## config.mk

```make
export PLATFORM = sky130hd
export DESIGN_NAME = nibble_serial_subtractor
export DESIGN_NICKNAME = d
export VERILOG_FILES = /design/src/rtl/nibble_serial_subtractor.sv
export SDC_FILE = /design/constraint.sdc
export NUM_CORES = 1
export LEC_CHECK = 0
export CAP_MARGIN = 0
export CORE_ASPECT_RATIO = 0.9
export CORE_UTILIZATION = 47
export CTS_CLUSTER_DIAMETER = 50
export DETAILED_ROUTE_END_ITERATION = 12
export PLACE_DENSITY = 0.75
export SETUP_SLACK_MARGIN = 0.15
export SLEW_MARGIN = 20
export SYNTH_ARGS = -nofsm -noshare
export SYNTH_HDL_FRONTEND = slang
export SYNTH_SLANG_ARGS = --single-unit
export TNS_END_PERCENT = 20
```

## constraint.sdc

```tcl
create_clock -name clk -period 3.19 [get_ports clk]
set_clock_uncertainty 0.15 [all_clocks]
set_input_delay 0.957 -clock clk [delete_from_list [all_inputs] [get_ports clk]]
set_output_delay 0.957 -clock clk [all_outputs]
set_load 0.02 [all_outputs]
```

## src/rtl/nibble_serial_subtractor.sv

```systemverilog
// Unsigned subtractor that processes one 4-bit digit slice per clock, LSB first,
// with a ready/valid handshake on both the operand and the result side.
`timescale 1ns/1ps

module nibble_serial_subtractor #(
    parameter int NIBBLES = 4
) (
    input  logic                 clk,
    input  logic                 rst,
    input  logic                 in_valid,
    output logic                 in_ready,
    input  logic [4*NIBBLES-1:0] a,
    input  logic [4*NIBBLES-1:0] b,
    output logic                 out_valid,
    input  logic                 out_ready,
    output logic [4*NIBBLES-1:0] diff,
    output logic                 borrow,
    output logic                 busy
);

    localparam int W = 4 * NIBBLES;

    typedef enum logic [1:0] {
        IDLE,
        RUN,
        DONE
    } state_t;

    state_t       state;
    logic [W-1:0] a_reg;
    logic [W-1:0] b_reg;
    logic [W-1:0] diff_reg;
    logic [3:0]   idx;
    logic         borrow_acc;
    logic         borrow_reg;
    logic         in_ready_reg;
    logic         out_valid_reg;
    logic         busy_reg;
    logic [3:0]   a_nib;
    logic [3:0]   b_nib;
    logic [4:0]   nib_sub;

    // Select the digit slice addressed by idx from the captured operands.
    always_comb begin
        a_nib = '0;
        b_nib = '0;
        for (int i = 0; i < NIBBLES; i++) begin
            if (idx == 4'(i)) begin
                a_nib = a_reg[i*4 +: 4];
                b_nib = b_reg[i*4 +: 4];
            end
        end
    end

    // A negative 5-bit result wraps, leaving bit 4 set: that is the nibble borrow-out.
    assign nib_sub = {1'b0, a_nib} - {1'b0, b_nib} - {4'b0000, borrow_acc};

    always_ff @(posedge clk) begin
        if (rst) begin
            state         <= IDLE;
            a_reg         <= '0;
            b_reg         <= '0;
            diff_reg      <= '0;
            idx           <= '0;
            borrow_acc    <= 1'b0;
            borrow_reg    <= 1'b0;
            in_ready_reg  <= 1'b1;
            out_valid_reg <= 1'b0;
            busy_reg      <= 1'b0;
        end else begin
            case (state)
                IDLE: begin
                    if (in_valid) begin
                        a_reg        <= a;
                        b_reg        <= b;
                        diff_reg     <= '0;
                        borrow_reg   <= 1'b0;
                        idx          <= '0;
                        borrow_acc   <= 1'b0;
                        in_ready_reg <= 1'b0;
                        busy_reg     <= 1'b1;
                        state        <= RUN;
                    end
                end
                RUN: begin
                    for (int i = 0; i < NIBBLES; i++) begin
                        if (idx == 4'(i)) begin
                            diff_reg[i*4 +: 4] <= nib_sub[3:0];
                        end
                    end
                    borrow_acc <= nib_sub[4];
                    idx        <= idx + 4'd1;
                    if (idx == 4'(NIBBLES - 1)) begin
                        borrow_reg    <= nib_sub[4];
                        busy_reg      <= 1'b0;
                        out_valid_reg <= 1'b1;
                        state         <= DONE;
                    end
                end
                DONE: begin
                    // Result is held until the transfer; re-arming waits one cycle.
                    if (out_ready) begin
                        out_valid_reg <= 1'b0;
                        in_ready_reg  <= 1'b1;
                        state         <= IDLE;
                    end
                end
                default: begin
                    state <= IDLE;
                end
            endcase
        end
    end

    assign in_ready  = in_ready_reg;
    assign out_valid = out_valid_reg;
    assign busy      = busy_reg;
    assign diff      = diff_reg;
    assign borrow    = borrow_reg;

endmodule

```

Word level (Yosys, flattened, before mapping) --
Cells that the tools add are included. Widths: inputs -> output; s select.
Storage, ports and cells: register bits after elaboration 59, input bits 36, output and inout port bits 20
Operators by class: add/sub/neg operators 3, eq/ne operators 11, multiplexer cells 32, reductions and logical operators 14
Operators by type and width (number):
- $mux 4 | 13
- $pmux 16 s2 | 1
- $reduce_and 3->1 | 7
- $mux 16 | 1
- $ne 2x2->1 const B | 6
- $pmux 1 s2 | 5
- $eq 4x2->1 const B | 2
- $pmux 4 s2 | 1
- $mux 1 | 7
- $mux 2 | 3
- $pmux 2 s3 | 1
- $reduce_bool 2->1 | 3
- $sub 4x4->5 | 1
- $sub 5x1->5 | 1
- $add 4x1->4 const B | 1
- $eq 4x1->1 const B | 1
- $logic_not 4->1 | 1
- $reduce_and 2->1 | 2
- $eq 2x1->1 const B | 1
- $eq 2x2->1 const B | 1
- $logic_not 2->1 | 1

Logic depth before layout (Yosys ltp) --
Gate-level depths: netlist (run 1).
word-level depth 9, depth in mapped cells 14, gate-level depth less buffers 13

Least setup slack after synthesis (run 1) --
Ideal clock, no wire load.
path kind reg2reg, start point reg idx[1], end point reg diff_reg[15], in the netlist diff[15], setup time 138 ps, data arrival time 3148 ps, data required time 2902 ps, setup slack -246 ps, cell stages (with the launch flop) 15, path buffers 2, cell sequence dfxtp_1 -> inv_1 -> ha_1 -> clkbuf_1 -> buf_2 -> a221oi_1 -> a211o_1 -> a21oi_1 -> fa_1 -> inv_1 -> ha_1 -> or3b_4 -> a2111oi_4 -> or2_4 -> o311ai_4
Between the ends: cells in the longest elaborated chain, start to end 9, elaborated cells between the ends (all ways) 18, classes of those cells 2 x add/sub; 4 x eq/ne; 10 x mux; 2 x reduce/logical
Ends and longest elaborated chain:
- from (decl) | RTL line 33 | logic [3:0] idx;
- from (signal assigned) | RTL line 92 | idx <= idx + 4'd1;
- $logic_not 4->1 | RTL line 48 | if (idx == 4'(i)) begin
- $mux 4 (4 in series) | RTL line 48
- $sub 4x4->5 | RTL line 56 | assign nib_sub = {1'b0, a_nib} - {1'b0, b_nib} - {4'b0000, borrow_acc};
- $sub 5x1->5 | RTL line 56
- $mux 4 | RTL line 87 | if (idx == 4'(i)) begin
- $pmux 16 s2 | RTL line 71 | case (state)
- to (signal, indexed assignment) | RTL line 88 | diff_reg[i*4 +: 4] <= nib_sub[3:0];
- to (decl) | RTL line 32 | logic [W-1:0] diff_reg;
Several ways; a longest one is shown, not always the timed one. The select of a mux whose other input is x is not followed. A chain may end at the register's enable or synchronous reset.

Final worst setup path (run 1) --
start point reg idx[1], end point reg diff_reg[3], in the netlist diff[3]
Between the ends: cells in the longest elaborated chain, start to end 9, elaborated cells between the ends (all ways) 18, classes of those cells 2 x add/sub; 4 x eq/ne; 10 x mux; 2 x reduce/logical
Ends and longest elaborated chain (RTL line):
- $logic_not 4->1 | 48, 87
- $mux 4 (4 in series) | 48
- $sub 4x4->5 | 56
- $sub 5x1->5 | 56
- $mux 4 | 87
- $pmux 16 s2 | 71
Several ways; a longest one is shown, not always the timed one. The select of a mux whose other input is x is not followed.

==> results of run 1 <==
==> area by class of cell <==
type,instances,area share
Sequential cell,59,0.302
Clock buffer,11,0.0413
Tap cell,70,0.0222
Inverter,11,0.0111
Multi-Input combinational cell,257,0.437
Timing Repair Buffer,72,0.172
Clock inverter,5,0.0146
==> repair_timing <==
action	4_1_cts	5_1_grt
buffers inserted	7	0
pin swaps	14	9
setup endpoints to repair	6	13
cloned	0	0
resized for setup	4	16
==> cell families after synthesis <==
logic type	Yosys count	synth area share
simple gates	151	0.250
compound gates	90	0.222
flops	59	0.406
buf+inv	37	0.0534
fa+ha+maj	10	0.0482
mux	4	0.0142
xor+xnor	2	0.00603
==> through the flow <==
| step | area, µm² | hold WS, ns | std cells |
|---|---|---|---|
| global route | 3940 | 0.329 | 485 |
| detailed placement | 3570 | 0.299 | 462 |
| global placement | 3570 | 0.295 | 462 |
| finish | 3940 | 0.305 | 485 |
| floorplan | 3010 | 0.282 | 353 |
| CTS | 3860 | 0.309 | 485 |
==> critical path, stage by stage, from the launching register on <==
cell and delay [ns]:
dfxtp_4 0.35, inv_2 0.05, ha_4 0.20, nor2b_4 0.12, a221oi_2 0.06, o31ai_1 0.27, nand2_1 0.13, fa_2 0.41
inv_2 0.08, ha_4 0.12, or3b_4 0.37, a2111oi_4 0.23, buf_4 0.21, o2111ai_2 0.11, o211ai_2 0.11
==> power groups by stage <==
stage          Clock (mW)  Sequential, mW  Combinational (mW)
6_report            0.747           0.809               0.444
5_1_grt             0.788           0.814               0.486
4_1_cts             0.755           0.808               0.407
3_5_place_dp            0           0.825               0.392
3_3_place_gp            0           0.824               0.384
2_1_floorplan           0           0.834               0.242
==> layout by cell type, fill, tap and decap left out, types with 3 or more instances in the layout <==
master,count
a211o_1,3
a21o_1,3
a21oi_1,41
a221oi_1,5
a22oi_1,9
and4bb_1,4
buf_4,16
clkbuf_8,10
clkdlybuf4s50_1,54
dfxtp_1,57
ha_2,3
ha_4,3
inv_1,7
inv_2,3
mux2i_1,3
nand2_1,80
nand3_1,8
nand3b_1,7
nor2_1,21
nor2b_1,12
o211ai_2,3
o21bai_1,5
o31ai_1,3
==> layer usage <==
layer / part of all wire / routed length (µm)
met1: 0.45 / 3390
met2: 0.47 / 3500
met3: 0.063 / 476
met4: 0.017 / 130
met5: 0 / 0
==> worst min path at each step <==
stage                 to  slack [ns]  cells after the start
4_1_cts        out_valid        0.31                      2
3_5_place_dp   a_reg[10]        0.30                      2
5_1_grt        out_valid        0.33                      2
2_1_floorplan  a_reg[13]        0.28                      2
6_report       out_valid        0.30                      2
3_3_place_gp   a_reg[13]        0.30                      2
==> qor.csv, run 1 <==
stage,metric,value,unit
clock_network,cts_tree,built,
run,drv_cap,0,
synth,async_flop_share,0,
critical_path,cp.required,3.32,ns
final_layout,regArea,1190,µm²
final_layout,multi_input_area,1720,µm²
detailed_routing,drtPass1Iterations,8,
critical_path,r2r_end,diff[3],
detailed_routing,drc_errors,2,
die,die_area,6500,µm²
place,dp_hpwl,5.03,mm
final_layout,antenna_cells,0,
power,p_sw_frac,0.293,
detailed_routing,drt_iter0_markers,155,
global_routing,grtUsageTotal,0.246,
global_routing,busiest_layer,met2,
die,start_util,0.499,
clock_network,clock_latency,0.35,ns
global_routing,grt_pass1_wl,12.4,mm
detailed_routing,routed_wl,7.50,mm
clock_network,htreeDepth,3,
die,num_io_pins,56,
power,p_leak,1.50,nW
global_routing,use_met2,0.383,
synth,ys_ff_latch,59,
clock_network,clk_pin_slew,0.07,ns
power,vdd.ir_drop.worst,0.286,mV
synth,postSynthAreaPerCell,8.23,µm²
critical_path,r2r_cells,14,
synth,yosysUniqueCellTypes,49,
power,power_report.internal_total,1.41,mW
outcome,outcome,finished with violations,
place,gp_congestion,0.810,
global_routing,antenna_found_initial,0,
final_layout,fillers,489,
timing,rsz0062_at_grt,true,
global_routing,gr-total-overflow,0,
clock_network,clk_path_buf_depth,2,
synth,yosysMostFrequentCell,nand2_1,
clock_network,cts-hold-fix-buffers,0,
timing,hold_violations,0,
critical_path,worstPathMaxFanout,8,
synth,synth_warnings,0,
place,portBuffers,55,
synth,synthTopCellsByCount,"80 x nand2_1, 59 x dfxtp_1, 42 x a21oi_1",
global_routing,met3_usage,0.0563,
detailed_routing,wl_per_cell,15.5,µm
die,die_h,76.6,µm
hold_path,hp-start,out_valid,
synth,synthFlopType,dfxtp_1,
final_layout,drive_gt1_frac,0.176,
detailed_routing,vias,2690,
power,power_density,508,nW/µm²
power,power.switching,587,µW
global_routing,use_met1,0.322,
synth,synth_top_area_cell,dfxtp_1,
place,pre_cts_slack,0.0382,ns
timing,fin_crit_sh,0.958,
critical_path,cp-end-kind,flip-flop,
final_layout,nets,456,
timing,finalMaxSlewViolations,0,
global_routing,grt_max_degree,37,
clock_network,clock-sinks,59,
clock_network,root_buffer,clkbuf_8,
critical_path,startpoint_type,flip-flop,
synth,synth_top_area_share,0.406,
detailed_routing,detail-route-antenna-nets,0,
power,comb_power_share,0.222,
timing,max-slew-margin-rel,0.447,
final_layout,syn2layout_area_growth,35.5,%
synth,synth_area_leaders,"dfxtp_1 41%, nand2_1 10%, a21oi_1 7.2%",
power,power_frac_seq,0.404,
outcome,violations,DRC,
timing,min_period,3.05,ns
synth,syn_nets,399,
critical_path,worstReg2RegStart,idx[1],
synth,seq_area_frac_synth,0.406,
die,die_w,84.9,µm
synth,netlist_area,2910,µm²
final_layout,final_util,0.676,
die,core-area,5820,µm²
power,power,2.00,mW
hold_path,hold_class,reg -> reg,
global_routing,grt_pass1_vias,2523,
critical_path,r2r_setup_slack,0.14,ns
synth,synth_edf_count,0,
timing,finalSetupViolations,0,
power,clock_power_share,0.374,
critical_path,worstSetupPathType,reg -> reg,
timing,max_freq,0.327,GHz
timing,fin_setup_tns,0,ns
critical_path,critPathArrivalTime,3.18,ns
critical_path,crit_start,idx[1],
clock_network,numCtsBuffers,9,
synth,syn_inst,353,
timing,worst_pin_slew,0.823,ns
die,row_count,26,
critical_path,crit_end,diff[3],
timing,fin_ws,0.136,ns
detailed_routing,routed_via_density,5.55,
No activity file was read; power rests on OpenSTA's default activity.
==> inputs of run 2 (changes only) <==
--- a/config.mk
+++ b/config.mk
@@ -5,7 +5,6 @@
 export SDC_FILE = /design/constraint.sdc
 export NUM_CORES = 1
 export LEC_CHECK = 0
-export CAP_MARGIN = 0
 export CORE_ASPECT_RATIO = 0.9
 export CORE_UTILIZATION = 47
 export CTS_CLUSTER_DIAMETER = 50
==> results of run 2 <==
Same layout as run 1: the final DEF is identical, and so are final timing and power.
==> inputs of run 3 (changes only) <==
--- a/config.mk
+++ b/config.mk
@@ -6,10 +6,10 @@
 export NUM_CORES = 1
 export LEC_CHECK = 0
 export CORE_ASPECT_RATIO = 0.9
-export CORE_UTILIZATION = 47
+export CORE_UTILIZATION = 45
 export CTS_CLUSTER_DIAMETER = 50
 export DETAILED_ROUTE_END_ITERATION = 12
-export PLACE_DENSITY = 0.75
+export PLACE_DENSITY = 0.73
 export SETUP_SLACK_MARGIN = 0.15
 export SLEW_MARGIN = 20
 export SYNTH_ARGS = -nofsm -noshare
==> constraint.sdc (replaced) <==
create_clock -name clk -period 3.19 [get_ports clk]
set_clock_uncertainty 0.15 [all_clocks]
set_input_delay 0.638 -clock clk [delete_from_list [all_inputs] [get_ports clk]]
set_output_delay 0.638 -clock clk [all_outputs]
set_load 0.02 [all_outputs]
==> qor.csv, run 3 (same netlist as run 1, synthesis figures left out) <==
stage,metric,value,unit
outcome,outcome,"finished, final reports clean",
detailed_routing,drt_iter0_markers,137,
global_routing,grt_pass1_wl,11.4,mm
critical_path,r2r_setup_slack,0.11,ns
place,pre_cts_slack,0.109,ns
detailed_routing,wl_per_cell,13.9,µm
critical_path,cp-end-kind,flip-flop,
place,placed_cell_area,3580,µm²
hold_path,hp-start,out_valid,
place,dp_hpwl,4.99,mm
final_layout,final_util,0.608,
critical_path,worstPathMaxFanout,9,
clock_network,cts_tree,built,
place,portBuffers,55,
clock_network,postCtsSetupRepairBufs,0,
power,power_density,475,nW/µm²
critical_path,worstSetupPathType,reg -> reg,
place,placedCellCount,478,
timing,worst_pin_slew,0.716,ns
final_layout,final_cell_mix,"80 x nand2_1, 57 x dfxtp_1, 54 x clkdlybuf4s50_1",
die,row_count,27,
final_layout,antenna_cells,0,
clock_network,clock_latency,0.35,ns
timing,max-slew-margin-rel,0.522,
hold_path,hold_class,reg -> reg,
timing,fin_ws,0.112,ns
power,p_leak,1.42,nW
global_routing,grt_max_degree,36,
final_layout,nets,448,
power,power,1.78,mW
clock_network,numCtsBuffers,9,
detailed_routing,routed_via_density,5.25,
timing,max_freq,0.325,GHz
critical_path,cp.required,3.26,ns
die,die_h,78.2,µm
timing,fin_crit_sh,0.965,
final_layout,fillers,562,
timing,hold_violations,0,
die,num_io_pins,56,
global_routing,gr-total-overflow,0,
place,gp_congestion,0.832,
detailed_routing,drc_errors,0,
global_routing,grtUsageTotal,0.221,
critical_path,crit_buf_inv,2,
critical_path,cp_slowest_stage_delay,0.39,ns
clock_network,clk_path_buf_depth,2,
timing,finalSetupViolations,0,
critical_path,startpoint_type,flip-flop,
die,start_util,0.470,
timing,min_period,3.08,ns
timing,fin_setup_tns,0,ns
detailed_routing,drtPass1Iterations,5,
timing,finalHoldWorstSlack,0.303,ns
detailed_routing,detail-route-antenna-nets,0,
final_layout,layout_commonest_cell,nand2_1,
power,p_sw_frac,0.297,
critical_path,worstReg2RegStart,idx[1],
detailed_routing,vias,2590,
global_routing,antenna_found_initial,0,
timing,finalMaxSlewViolations,0,
clock_network,htreeDepth,3,
die,die_area,6790,µm²
power,vdd.ir_drop.worst,0.321,mV
critical_path,critPathArrivalTime,3.15,ns
timing,rsz0062_at_grt,true,
final_layout,drive_gt1_frac,0.123,
power,power_frac_seq,0.453,
clock_network,root_buffer,clkbuf_8,
run,drv_cap,0,
clock_network,cts-hold-fix-buffers,0,
critical_path,crit_start,idx[1],
clock_network,clk_pin_slew,0.07,ns
global_routing,grt_pass1_vias,2421,
clock_network,clock-sinks,59,
power,clock_power_share,0.331,
critical_path,slowest_stage,dfxtp_4,
critical_path,crit_chain,inv_2 > ha_4 > nor2b_4 > a221oi_2 > a211o_1 > a21oi_2 > fa_2 > inv_1 > ha_1 > or3b_4 > a2111oi_4 > or2_4 > o311ai_4,
final_layout,syn2layout_area_growth,29.2,%
die,core-area,6180,µm²
final_layout,fin_area,3760,µm²
final_layout,final_cells,493,
power,power_report.internal_total,1.25,mW
power,power.switching,530,µW
critical_path,cpLargestDelayFamily,compound AO/OA/AOI/OAI gates,
die,die_w,86.7,µm
power,comb_power_share,0.216,
detailed_routing,routed_wl,6.84,mm
run 3: cell count changes in the layout (fill, tap and decap cells not counted), sizes merged:
cell    previous run  this run
buf               18        10
clkbuf            11        10
bufinv             1         0
clkinv             2         3
run 3: path summary, 6_finish.rpt:
check / to / cells past startpoint
setup / recovery: diff[15] / 13
hold / removal: out_valid / 2
setup reg to reg: diff[15] / 13
hold reg to reg: out_valid / 2
run 3: tightest hold or removal path: stages, from the launching register on:
cell and delay, ns:
dfxtp_1 0.31, nand2_1 0.05, a21oi_1 0.05
run 3: timing repair:
action,4_1_cts,5_1_grt
resized for setup,1,1
gates cloned,0,0
setup endpoints to repair,4,6
run 3: power by group through the flow:
stage	combinational [mW]	sequential [mW]	clock [mW]
CTS	0.385	0.809	0.602
global placement	0.376	0.823	0
finish	0.386	0.809	0.590
global route	0.427	0.813	0.634
detailed placement	0.383	0.824	0
floorplan	0.242	0.834	0
run 3: area by class of cell:
cell class / count / area, µm² / share of cell area
repair buffers: 64 / 613 / 0.163
inverters: 11 / 43.8 / 0.0117
clock buffers: 10 / 138 / 0.0366
flip-flops and latches: 59 / 1190 / 0.316
multi-input cells: 257 / 1640 / 0.435
clock inverters: 5 / 28.8 / 0.00766
well taps: 87 / 109 / 0.0290
run 3: metal layers:
layer  GRT usage  routed length, µm
met5           0                  0
met4      0.0733                 64
met3      0.0831                366
met2       0.350               3200
met1       0.275               3210
